File: config.mk
export PLATFORM = sky130hd
export DESIGN_NAME = flag_cond_unit_flat
export DESIGN_NICKNAME = d
export VERILOG_FILES = /design/src/rtl/flag_cond_unit_if.sv /design/src/rtl/flag_cond_unit.sv /design/src/flat_wrapper.sv
export SDC_FILE = /design/constraint.sdc
export NUM_CORES = 1
export LEC_CHECK = 0
export BUFFER_PORTS_ARGS = -buffer_cell sky130_fd_sc_hd__buf_2
export CAP_MARGIN = 20
export CORE_UTILIZATION = 50
export DETAILED_ROUTE_END_ITERATION = 6
export PLACE_DENSITY = 0.71
export RECOVER_POWER = 50
export SLEW_MARGIN = 20
export SYNTH_ARGS = -nofsm -noshare
export SYNTH_HDL_FRONTEND = slang
export SYNTH_SLANG_ARGS = --single-unit
File: constraint.sdc
create_clock -name clk -period 2.8 [get_ports clk]
set_input_delay 0.56 -clock clk [delete_from_list [all_inputs] [get_ports clk]]
set_output_delay 0.56 -clock clk [all_outputs]
set_load 0.1 [all_outputs]
File: src/rtl/flag_cond_unit_if.sv
// Bus bundle between the ALU/branch side and flag_cond_unit.
// FLAG_STICKY_V_EN adds clr_sticky / v_sticky to the bundle.
interface flag_cond_unit_if;
  logic       upd_valid;
  logic [3:0] upd_flags;
  logic [7:0] upd_result;
  logic       cond_valid;
  logic [3:0] cond_code;
  logic       push;
  logic       pop;
  logic [3:0] flags;
  logic [7:0] result_q;
  logic       cond_out_valid;
  logic       cond_taken;
  logic       stk_full;
  logic       stk_empty;
  logic       stk_err;
`ifdef FLAG_STICKY_V_EN
  logic       clr_sticky;
  logic       v_sticky;

  modport master (
    output upd_valid, upd_flags, upd_result, cond_valid, cond_code, push, pop, clr_sticky,
    input  flags, result_q, cond_out_valid, cond_taken, stk_full, stk_empty, stk_err, v_sticky
  );

  modport slave (
    input  upd_valid, upd_flags, upd_result, cond_valid, cond_code, push, pop, clr_sticky,
    output flags, result_q, cond_out_valid, cond_taken, stk_full, stk_empty, stk_err, v_sticky
  );
`else
  modport master (
    output upd_valid, upd_flags, upd_result, cond_valid, cond_code, push, pop,
    input  flags, result_q, cond_out_valid, cond_taken, stk_full, stk_empty, stk_err
  );

  modport slave (
    input  upd_valid, upd_flags, upd_result, cond_valid, cond_code, push, pop,
    output flags, result_q, cond_out_valid, cond_taken, stk_full, stk_empty, stk_err
  );
`endif
endinterface

File: src/rtl/flag_cond_unit.sv
// Architectural {z,c,n,v} flag register, condition evaluator and flag save LIFO.
// Optional sticky overflow flag is enabled with the FLAG_STICKY_V_EN macro.
module flag_cond_unit #(
  parameter int DEPTH = 4
) (
  input logic             clk,
  input logic             rst_n,
  flag_cond_unit_if.slave bus
);

  localparam int IDXW = (DEPTH > 1) ? $clog2(DEPTH) : 1;
  localparam int PTRW = IDXW + 1;
  localparam logic [PTRW-1:0] PTR_MAX = PTRW'(DEPTH);

  typedef enum logic [2:0] {
    STK_IDLE = 3'd0,
    STK_PUSH = 3'd1,
    STK_POP  = 3'd2,
    STK_SWAP = 3'd3,
    STK_ERR  = 3'd4
  } stk_op_e;

  // Flag bit order is {z,c,n,v}; codes 8/9 read C as the borrow of a subtract.
  function automatic logic cond_eval(input logic [3:0] code, input logic [3:0] f);
    logic z;
    logic c;
    logic n;
    logic v;
    logic r;
    z = f[3];
    c = f[2];
    n = f[1];
    v = f[0];
    case (code)
      4'd0:    r = z;
      4'd1:    r = ~z;
      4'd2:    r = c;
      4'd3:    r = ~c;
      4'd4:    r = n;
      4'd5:    r = ~n;
      4'd6:    r = v;
      4'd7:    r = ~v;
      4'd8:    r = ~c & ~z;
      4'd9:    r = c | z;
      4'd10:   r = (n == v);
      4'd11:   r = (n != v);
      4'd12:   r = ~z & (n == v);
      4'd13:   r = z | (n != v);
      4'd14:   r = 1'b1;
      4'd15:   r = 1'b0;
      default: r = 1'b0;
    endcase
    return r;
  endfunction

  logic [3:0]      flags_q, flags_d;
  logic [7:0]      res_q, res_d;
  logic [PTRW-1:0] sp_q, sp_d;
  logic [3:0]      stk_q [DEPTH];
  logic            err_q, err_d;
  logic            full_q, full_d;
  logic            empty_q, empty_d;
  logic            cov_q, cov_d;
  logic            ctk_q, ctk_d;

  stk_op_e         stk_op_s;
  logic            sp_empty_s;
  logic            sp_full_s;
  logic [IDXW-1:0] top_idx_s;
  logic [IDXW-1:0] wr_idx_s;
  logic            wr_en_s;

  assign sp_empty_s = (sp_q == {PTRW{1'b0}});
  assign sp_full_s  = (sp_q == PTR_MAX);
  assign top_idx_s  = IDXW'(sp_q - PTRW'(1));

  // Classify the push/pop request; illegal requests collapse to STK_ERR.
  always_comb begin
    stk_op_s = STK_IDLE;
    if (bus.push && bus.pop) begin
      if (sp_empty_s) begin
        stk_op_s = STK_ERR;
      end else begin
        stk_op_s = STK_SWAP;
      end
    end else if (bus.push) begin
      if (sp_full_s) begin
        stk_op_s = STK_ERR;
      end else begin
        stk_op_s = STK_PUSH;
      end
    end else if (bus.pop) begin
      if (sp_empty_s) begin
        stk_op_s = STK_ERR;
      end else begin
        stk_op_s = STK_POP;
      end
    end else begin
      stk_op_s = STK_IDLE;
    end
  end

  // Next-state for pointer, stack write port, flags, result and condition output.
  always_comb begin
    sp_d     = sp_q;
    wr_en_s  = 1'b0;
    wr_idx_s = top_idx_s;
    err_d    = err_q;
    case (stk_op_s)
      STK_PUSH: begin
        wr_en_s  = 1'b1;
        wr_idx_s = sp_q[IDXW-1:0];
        sp_d     = sp_q + PTRW'(1);
      end
      STK_POP: begin
        sp_d = sp_q - PTRW'(1);
      end
      STK_SWAP: begin
        wr_en_s  = 1'b1;
        wr_idx_s = top_idx_s;
      end
      STK_ERR: begin
        err_d = 1'b1;
      end
      STK_IDLE: begin
        sp_d = sp_q;
      end
      default: begin
        sp_d = sp_q;
      end
    endcase

    // A legal restore outranks the ALU update; result still follows upd_valid.
    if ((stk_op_s == STK_POP) || (stk_op_s == STK_SWAP)) begin
      flags_d = stk_q[top_idx_s];
    end else if (bus.upd_valid) begin
      flags_d = bus.upd_flags;
    end else begin
      flags_d = flags_q;
    end

    if (bus.upd_valid) begin
      res_d = bus.upd_result;
    end else begin
      res_d = res_q;
    end

    full_d  = (sp_d == PTR_MAX);
    empty_d = (sp_d == {PTRW{1'b0}});

    cov_d = bus.cond_valid;
    if (bus.cond_valid) begin
      ctk_d = cond_eval(bus.cond_code, flags_d);
    end else begin
      ctk_d = 1'b0;
    end
  end

  // Architectural state and registered outputs.
  always_ff @(posedge clk or negedge rst_n) begin
    if (!rst_n) begin
      flags_q <= 4'b0000;
      res_q   <= 8'h00;
      sp_q    <= {PTRW{1'b0}};
      err_q   <= 1'b0;
      full_q  <= 1'b0;
      empty_q <= 1'b1;
      cov_q   <= 1'b0;
      ctk_q   <= 1'b0;
    end else begin
      flags_q <= flags_d;
      res_q   <= res_d;
      sp_q    <= sp_d;
      err_q   <= err_d;
      full_q  <= full_d;
      empty_q <= empty_d;
      cov_q   <= cov_d;
      ctk_q   <= ctk_d;
    end
  end

  // Save-stack storage; always written with the pre-update flags.
  always_ff @(posedge clk or negedge rst_n) begin
    if (!rst_n) begin
      for (int i = 0; i < DEPTH; i++) begin
        stk_q[i] <= 4'b0000;
      end
    end else if (wr_en_s) begin
      stk_q[wr_idx_s] <= flags_q;
    end else begin
      stk_q[wr_idx_s] <= stk_q[wr_idx_s];
    end
  end

  assign bus.flags          = flags_q;
  assign bus.result_q       = res_q;
  assign bus.cond_out_valid = cov_q;
  assign bus.cond_taken     = ctk_q;
  assign bus.stk_full       = full_q;
  assign bus.stk_empty      = empty_q;
  assign bus.stk_err        = err_q;

`ifdef FLAG_STICKY_V_EN
  logic vs_q, vs_d;

  // Sticky overflow: a set in the same cycle as a clear wins.
  always_comb begin
    if (flags_d[0]) begin
      vs_d = 1'b1;
    end else if (bus.clr_sticky) begin
      vs_d = 1'b0;
    end else begin
      vs_d = vs_q;
    end
  end

  // Sticky overflow register.
  always_ff @(posedge clk or negedge rst_n) begin
    if (!rst_n) begin
      vs_q <= 1'b0;
    end else begin
      vs_q <= vs_d;
    end
  end

  assign bus.v_sticky = vs_q;
`endif

endmodule

File: src/flat_wrapper.sv
// flat-port wrapper written by rule: the top's interface ports become plain ports
module flag_cond_unit_flat 
#(
  parameter int DEPTH = 4
)
  (clk, rst_n, bus_upd_valid, bus_upd_flags, bus_upd_result, bus_cond_valid, bus_cond_code, bus_push, bus_pop, bus_flags, bus_result_q, bus_cond_out_valid, bus_cond_taken, bus_stk_full, bus_stk_empty, bus_stk_err);
  flag_cond_unit_if bus_i ();
  input logic clk;
  input logic rst_n;
  input wire logic [$bits(bus_i.upd_valid)-1:0] bus_upd_valid;
  input wire logic [$bits(bus_i.upd_flags)-1:0] bus_upd_flags;
  input wire logic [$bits(bus_i.upd_result)-1:0] bus_upd_result;
  input wire logic [$bits(bus_i.cond_valid)-1:0] bus_cond_valid;
  input wire logic [$bits(bus_i.cond_code)-1:0] bus_cond_code;
  input wire logic [$bits(bus_i.push)-1:0] bus_push;
  input wire logic [$bits(bus_i.pop)-1:0] bus_pop;
  output wire logic [$bits(bus_i.flags)-1:0] bus_flags;
  output wire logic [$bits(bus_i.result_q)-1:0] bus_result_q;
  output wire logic [$bits(bus_i.cond_out_valid)-1:0] bus_cond_out_valid;
  output wire logic [$bits(bus_i.cond_taken)-1:0] bus_cond_taken;
  output wire logic [$bits(bus_i.stk_full)-1:0] bus_stk_full;
  output wire logic [$bits(bus_i.stk_empty)-1:0] bus_stk_empty;
  output wire logic [$bits(bus_i.stk_err)-1:0] bus_stk_err;
  assign bus_i.upd_valid = bus_upd_valid;
  assign bus_i.upd_flags = bus_upd_flags;
  assign bus_i.upd_result = bus_upd_result;
  assign bus_i.cond_valid = bus_cond_valid;
  assign bus_i.cond_code = bus_cond_code;
  assign bus_i.push = bus_push;
  assign bus_i.pop = bus_pop;
  assign bus_flags = bus_i.flags;
  assign bus_result_q = bus_i.result_q;
  assign bus_cond_out_valid = bus_i.cond_out_valid;
  assign bus_cond_taken = bus_i.cond_taken;
  assign bus_stk_full = bus_i.stk_full;
  assign bus_stk_empty = bus_i.stk_empty;
  assign bus_stk_err = bus_i.stk_err;
  flag_cond_unit #(.DEPTH(DEPTH)) u_core (.clk(clk), .rst_n(rst_n), .bus(bus_i));
endmodule
### Yosys cells after proc, flatten, opt, wreduce, memory -nomap -nowiden

Cells that the tools add are included.

| cells by class | value |
|---|---|
| multiplexer cells | 24 |
| bitwise operators | 10 |
| equality and inequality tests | 23 |
| reductions and logical operators | 7 |
| $lt $le $gt $ge | 3 |
| add/subtract/negate cells | 2 |

Operators with widths:

| cell | number |
|---|---|
| $bwmux W16 | 2 |
| $eq A4 B4 Y1 const B | 8 |
| $mux W4 | 7 |
| $mux W3 | 6 |
| $bmux W4 S2 | 2 |
| $eq A4 B3 Y1 const B | 4 |
| $mux W16 | 1 |
| $pmux W1 S16 | 1 |
| $eq A3 B3 Y1 const B | 3 |
| $demux W4 S2 | 1 |
| $eq A4 B2 Y1 const B | 2 |
| $eq A3 B2 Y1 const B | 2 |
| $ge A3 B3 Y1 const B | 2 |
| $logic_not A3 Y1 | 2 |
| $not A2 Y3 | 2 |
| $pmux W3 S2 | 1 |
| $eq A4 B1 Y1 const B | 1 |
| $logic_not A4 Y1 | 1 |
| $not A1 Y1 | 4 |
| $add A3 B1 Y3 const B | 1 |
| $eq A3 B1 Y1 const B | 1 |
| $lt A3 B1 Y1 const B | 1 |
| $sub A3 B1 Y3 const B | 1 |
| $and A1 B1 Y1 | 2 |
| 8 further kinds | 11 |

| storage, ports and cells | value |
|---|---|
| bits of input ports | 22 |
| bits in registers | 36 |
| output and inout bits | 17 |
| word-level logic and storage cells | 81 |

### Longest topological paths before layout

| logic depth | value |
|---|---|
| depth after elaboration | 14 |
| depth in mapped cells | 10 |
| depth with buffers taken out | 8 |

### Least setup slack after synthesis

No wires, ideal clock.

| path | value |
|---|---|
| path kind | register to register |
| from | register u_core.sp_q[0] |
| to | register u_core.stk_q[13] (netlist bit) |
| data arrival time | 2.281 ns |
| data required time | 2.659 ns |
| setup slack | 0.378 ns |
| stages on the path, launching flop included | 9 |
| path buffers | 1 |
| path through | dfrtp_1 buf_6 inv_1 ha_1 a21oi_4 mux2i_4 mux4_2 mux2i_4 a21oi_1 |

| on the way | value |
|---|---|
| cells in the longest elaborated chain, start to end | 14 |

Ends and longest elaborated chain:

| element | line | text |
|---|---|---|
| start: declaration | flag_cond_unit.sv:58 | `logic [PTRW-1:0] sp_q, sp_d;` |
| start signal: assignment | flag_cond_unit.sv:164 | `sp_q <= {PTRW{1'b0}};` |
| start signal: assignment | flag_cond_unit.sv:173 | `sp_q <= sp_d;` |
| $logic_not A3 Y1 | flag_cond_unit.sv:73 | `assign sp_empty_s = (sp_q == {PTRW{1'b0}});` |
| $mux W3 | flag_cond_unit.sv:93 | `if (sp_empty_s) begin` |
| $mux W3 | flag_cond_unit.sv:92 | `end else if (bus.pop) begin` |
| $mux W3 | flag_cond_unit.sv:86 | `end else if (bus.push) begin` |
| $mux W3 | flag_cond_unit.sv:80 | `if (bus.push && bus.pop) begin` |
| $eq A3 B1 Y1 | flag_cond_unit.sv:109 | `case (stk_op_s)` |
| $mux W2 | flag_cond_unit.sv:109 |  |
| $not A2 Y3 (implied by the code) | flag_cond_unit.sv:189, flag_cond_unit.sv:191 |  |
| $ge A3 B3 Y1 (implied by the code) or $lt A3 B1 Y1 (tied branches) | flag_cond_unit.sv:189, flag_cond_unit.sv:191 |  |
| $logic_and A1 B1 Y1 (implied by the code) | flag_cond_unit.sv:189, flag_cond_unit.sv:191 |  |
| $mux W4 (implied by the code) | flag_cond_unit.sv:189, flag_cond_unit.sv:191 |  |
| $demux W4 S2 | flag_cond_unit.sv:189, flag_cond_unit.sv:191 |  |
| $bwmux W16 (on tied branches) | flag_cond_unit.sv:191, flag_cond_unit.sv:189 |  |
| $mux W16 * | flag_cond_unit.sv:188 | `end else if (wr_en_s) begin` |
| end signal: indexed assignment | flag_cond_unit.sv:189 | `stk_q[wr_idx_s] <= flags_q;` |
| end signal: indexed assignment | flag_cond_unit.sv:191 | `stk_q[wr_idx_s] <= stk_q[wr_idx_s];` |
| end: declaration | flag_cond_unit.sv:59 | `logic [3:0] stk_q [DEPTH];` |

Mark *: on every way between the ends. The rest lies on a longest branch, timed or not. The select of a mux whose other input is x is not followed.
A chain may end at the register's enable or synchronous reset.

### Final worst setup path

| path | value |
|---|---|
| from | register u_core.sp_q[1] |
| to | register u_core.stk_q[5] (netlist bit) |

Same word-level chain as after synthesis.

==> out/summary.txt <==
CP Buf/Inv Count: 1
initial antenna violation count: 0
Final Hold Viols: 0
vias per cell: 5.73
Worst Path Max Fanout: 8
r2r setup slk: 0.27 ns
Resized cells post-CTS: 0
crit path to: u_core.stk_q[5]
post-synthesis cell area: 0.00212 mm^2
Layout Cells excl Fill: 277
vias in the first global route: 1539
total track usage: 21.1%
PnR worst setup slack: 0.267 ns
Initial Utilization: 52.7%
Reg2Reg Depth: 7
worst slew pin tran: 1.83 ns
largest net degree at the start of global routing: 37
ANT cells: 0
vias: 1586
DRT antenna net count: 0
DRC viols: 0
cell count after placement: 269
Synth warnings: 0
Pre-Repair DR Iteration Count: 4
Ports: 39
leakage power: 1.07 nW
CP Capture Type: flip-flop
Routed WL: 4070 um
Slowest-stage cell, CP: mux4_2
min-delay src: bus_cond_valid
critical path depth: 7
routability cong.: 0.883
synth top area cells: dfrtp_1 (41%), mux4_1 (6.2%), mux2_2 (5.3%)
worst min path class: primary input to flip-flop
worst reg2reg endpoint: u_core.stk_q[5]
CTS tree: built
Synth Area in XOR/XNOR: 3.30%
chip height: 67.2 um
first-pass GRT wire length: 6850 um
complex-gate fraction of the synthesized area: 13.1%
Clock Skews: 0.0105 ns
status: finished with violations
syn_nets: 213
Sequential Area: 902 um^2
die extent in x: 67.2 um
Synth Area in Simple Gates: 12.0%
Worst-path clk slew: 0.07 ns
Power Dens Cells: 1320 mW/mm^2
die area: 0.00451 mm^2
failing checks: max-capacitance violations, max-slew violations
area leader, netlist: dfrtp_1
post-CTS setup buffer count: 0
Setup TNS: 0 ns
Final setup viols: 0
top cell family by delay on the critical path: multiplexers
Mapped Cells: 187
H-tree levels: 2
most frequent CP cell: mux2i_4
FP Rows: 23
CP Launch Type: flip-flop
Worst Path Required: 2.94 ns
clk_lat worst skew: 0.29 ns
register area share after synthesis: 42.5%
nets: 252
post-synthesis adder-cell area fraction: 2.36%
clk sink count: 36
min Tclk post-route: 2.53 ns
root buffer cell: clkbuf_8
critical path class: flip-flop to flip-flop
main combinational cell family by area after synthesis: multiplexers
critical path data arrival time: 2.67 ns
initial DRC count: 107
CTS Hold Bufs: 0
Slew Limit Fails: 37
multiplexer area fraction after synthesis: 23.4%
CP cell instances: inv_1 -> ha_1 -> a21oi_4 -> mux2i_4 -> mux4_2 -> mux2i_4 -> a21oi_1
synth-to-layout area growth: 13.8%
max_slew headroom: -22.0%
dpl hpwl: 3100 um
share of cells above drive strength 1: 29.5%
post-place setup slack: 0.231 ns
port bufs: 38
Post-Syn Area per Cell: 11.4 um^2
WL/cell: 14.7 um
multi-input logic area: 0.00115 mm^2
commonest non-fill, non-tap cells in the layout: buf_2 (35), dfrtp_1 (35), nor2_1 (16)
CP peak stage delay: 0.58 ns
grt ovf: 0
Clock Tree Buf Depth: 2
Synth top area share: 41.2%
#FFs+latches synth: 36
origin of the critical flop-to-flop path: u_core.sp_q[1]
critical path launch point: u_core.sp_q[1]
RSZ-0062 raised after global routing: no
CORE AREA: 0.00403 mm^2
Worst VDD drop: 0.546 mV
Max Fclk: 395 MHz
Final Cycle Share: 90.5%
max-cap violation count: 1
# fillers: 356
Netlist cell types: 45
CTS buffer count: 5
-- per-stage QoR --
stage               instance area, um^2  hold slack [ns]  total power, mW  utilization [%]
floorplan                          2120            0.264             2.51                -
global placement                   2340            0.436             2.82             58.1
detailed placement                 2340            0.442             2.85             58.1
CTS                                2420            0.378             3.21             60.1
global route                       2420            0.408             3.43             60.0
finish                             2420            0.426             3.18             60.0
-- synthesized netlist by cell type (all sizes together) --
| cell | n |
|---|---|
| dfrtp | 35 |
| nor2 | 16 |
| o21ai | 14 |
| nand2 | 13 |
| a21oi | 12 |
| mux2 | 10 |
| mux2i | 10 |
| mux4 | 9 |
| inv | 8 |
| buf | 6 |
| nor2b | 5 |
| xnor2 | 5 |
| ha | 4 |
| nand2b | 3 |
| nand3 | 3 |
| nor3 | 3 |
| o211ai | 3 |
| xor2 | 3 |
| a31oi | 2 |
| and2 | 2 |
| nand4 | 2 |
| or2 | 2 |
| or3 | 2 |
| a211o | 1 |
| a211oi | 1 |
| a21o | 1 |
| a221o | 1 |
| a221oi | 1 |
| a22oi | 1 |
| a2bb2oi | 1 |
| a32o | 1 |
| a41o | 1 |
| and3 | 1 |
| clkbuf | 1 |
| dfstp | 1 |
| o22ai | 1 |
| o31a | 1 |
| o31ai | 1 |
-- flip-flops by register name, summed over array words and instances, names as in the netlist --
register,count
u_core.bus.cond_taken,1
u_core.bus.cond_out_valid,1
u_core.bus.stk_empty,1
u_core.bus.flags,4
u_core.sp_q,3
u_core.bus.result_q,8
u_core.bus.stk_full,1
u_core.bus.stk_err,1
u_core.stk_q,16
-- where the power goes --
part | leakage [nW] | total [mW] | internal (mW) | switching (mW)
combinational | 0.604 | 1.92 | 0.756 | 1.16
sequential | 0.426 | 0.917 | 0.724 | 0.194
clock | 0.0422 | 0.348 | 0.174 | 0.174
total | 1.07 | 3.18 | 1.65 | 1.53
-- layer usage --
metal	vias up	track usage, %	share of wire [%]
met2	44	34.3	48
met1	766	25.9	45
met4	0	11.2	1.9
li1	766	-	-
met3	10	5.24	5.0
met5	-	0	0
-- cell families after synthesis --
group           after synthesis
fa+ha+maj                     4
simple gates                 52
compound gates               43
buf+inv                      15
mux                          29
xor+xnor                      8
flops                        36
-- worst register-to-register path, cell delays in order (launching register included) --
cell	delay, ns
dfrtp_1	0.40
inv_1	0.11
ha_1	0.29
a21oi_4	0.30
mux2i_4	0.43
mux4_2	0.58
mux2i_4	0.19
a21oi_1	0.10
-- worst min path at each step --
stage                                endpoint  cells after the start
finish              u_core.bus.cond_out_valid                      1
detailed placement         u_core.bus.stk_err                      1
CTS                          u_core.stk_q[12]                      1
global route        u_core.bus.cond_out_valid                      1
global placement           u_core.bus.stk_err                      1
floorplan           u_core.bus.cond_out_valid                      0
-- cell type report --
type	instances	share of cell area [%]
repair buffers	39	8.02
multi-input cells	136	47.5
clock inverters	1	0.207
clock buffers	7	3.16
inverters	8	1.24
well taps	50	2.59
flip-flops and latches	36	37.3
No activity file was read; power rests on OpenSTA's default activity.
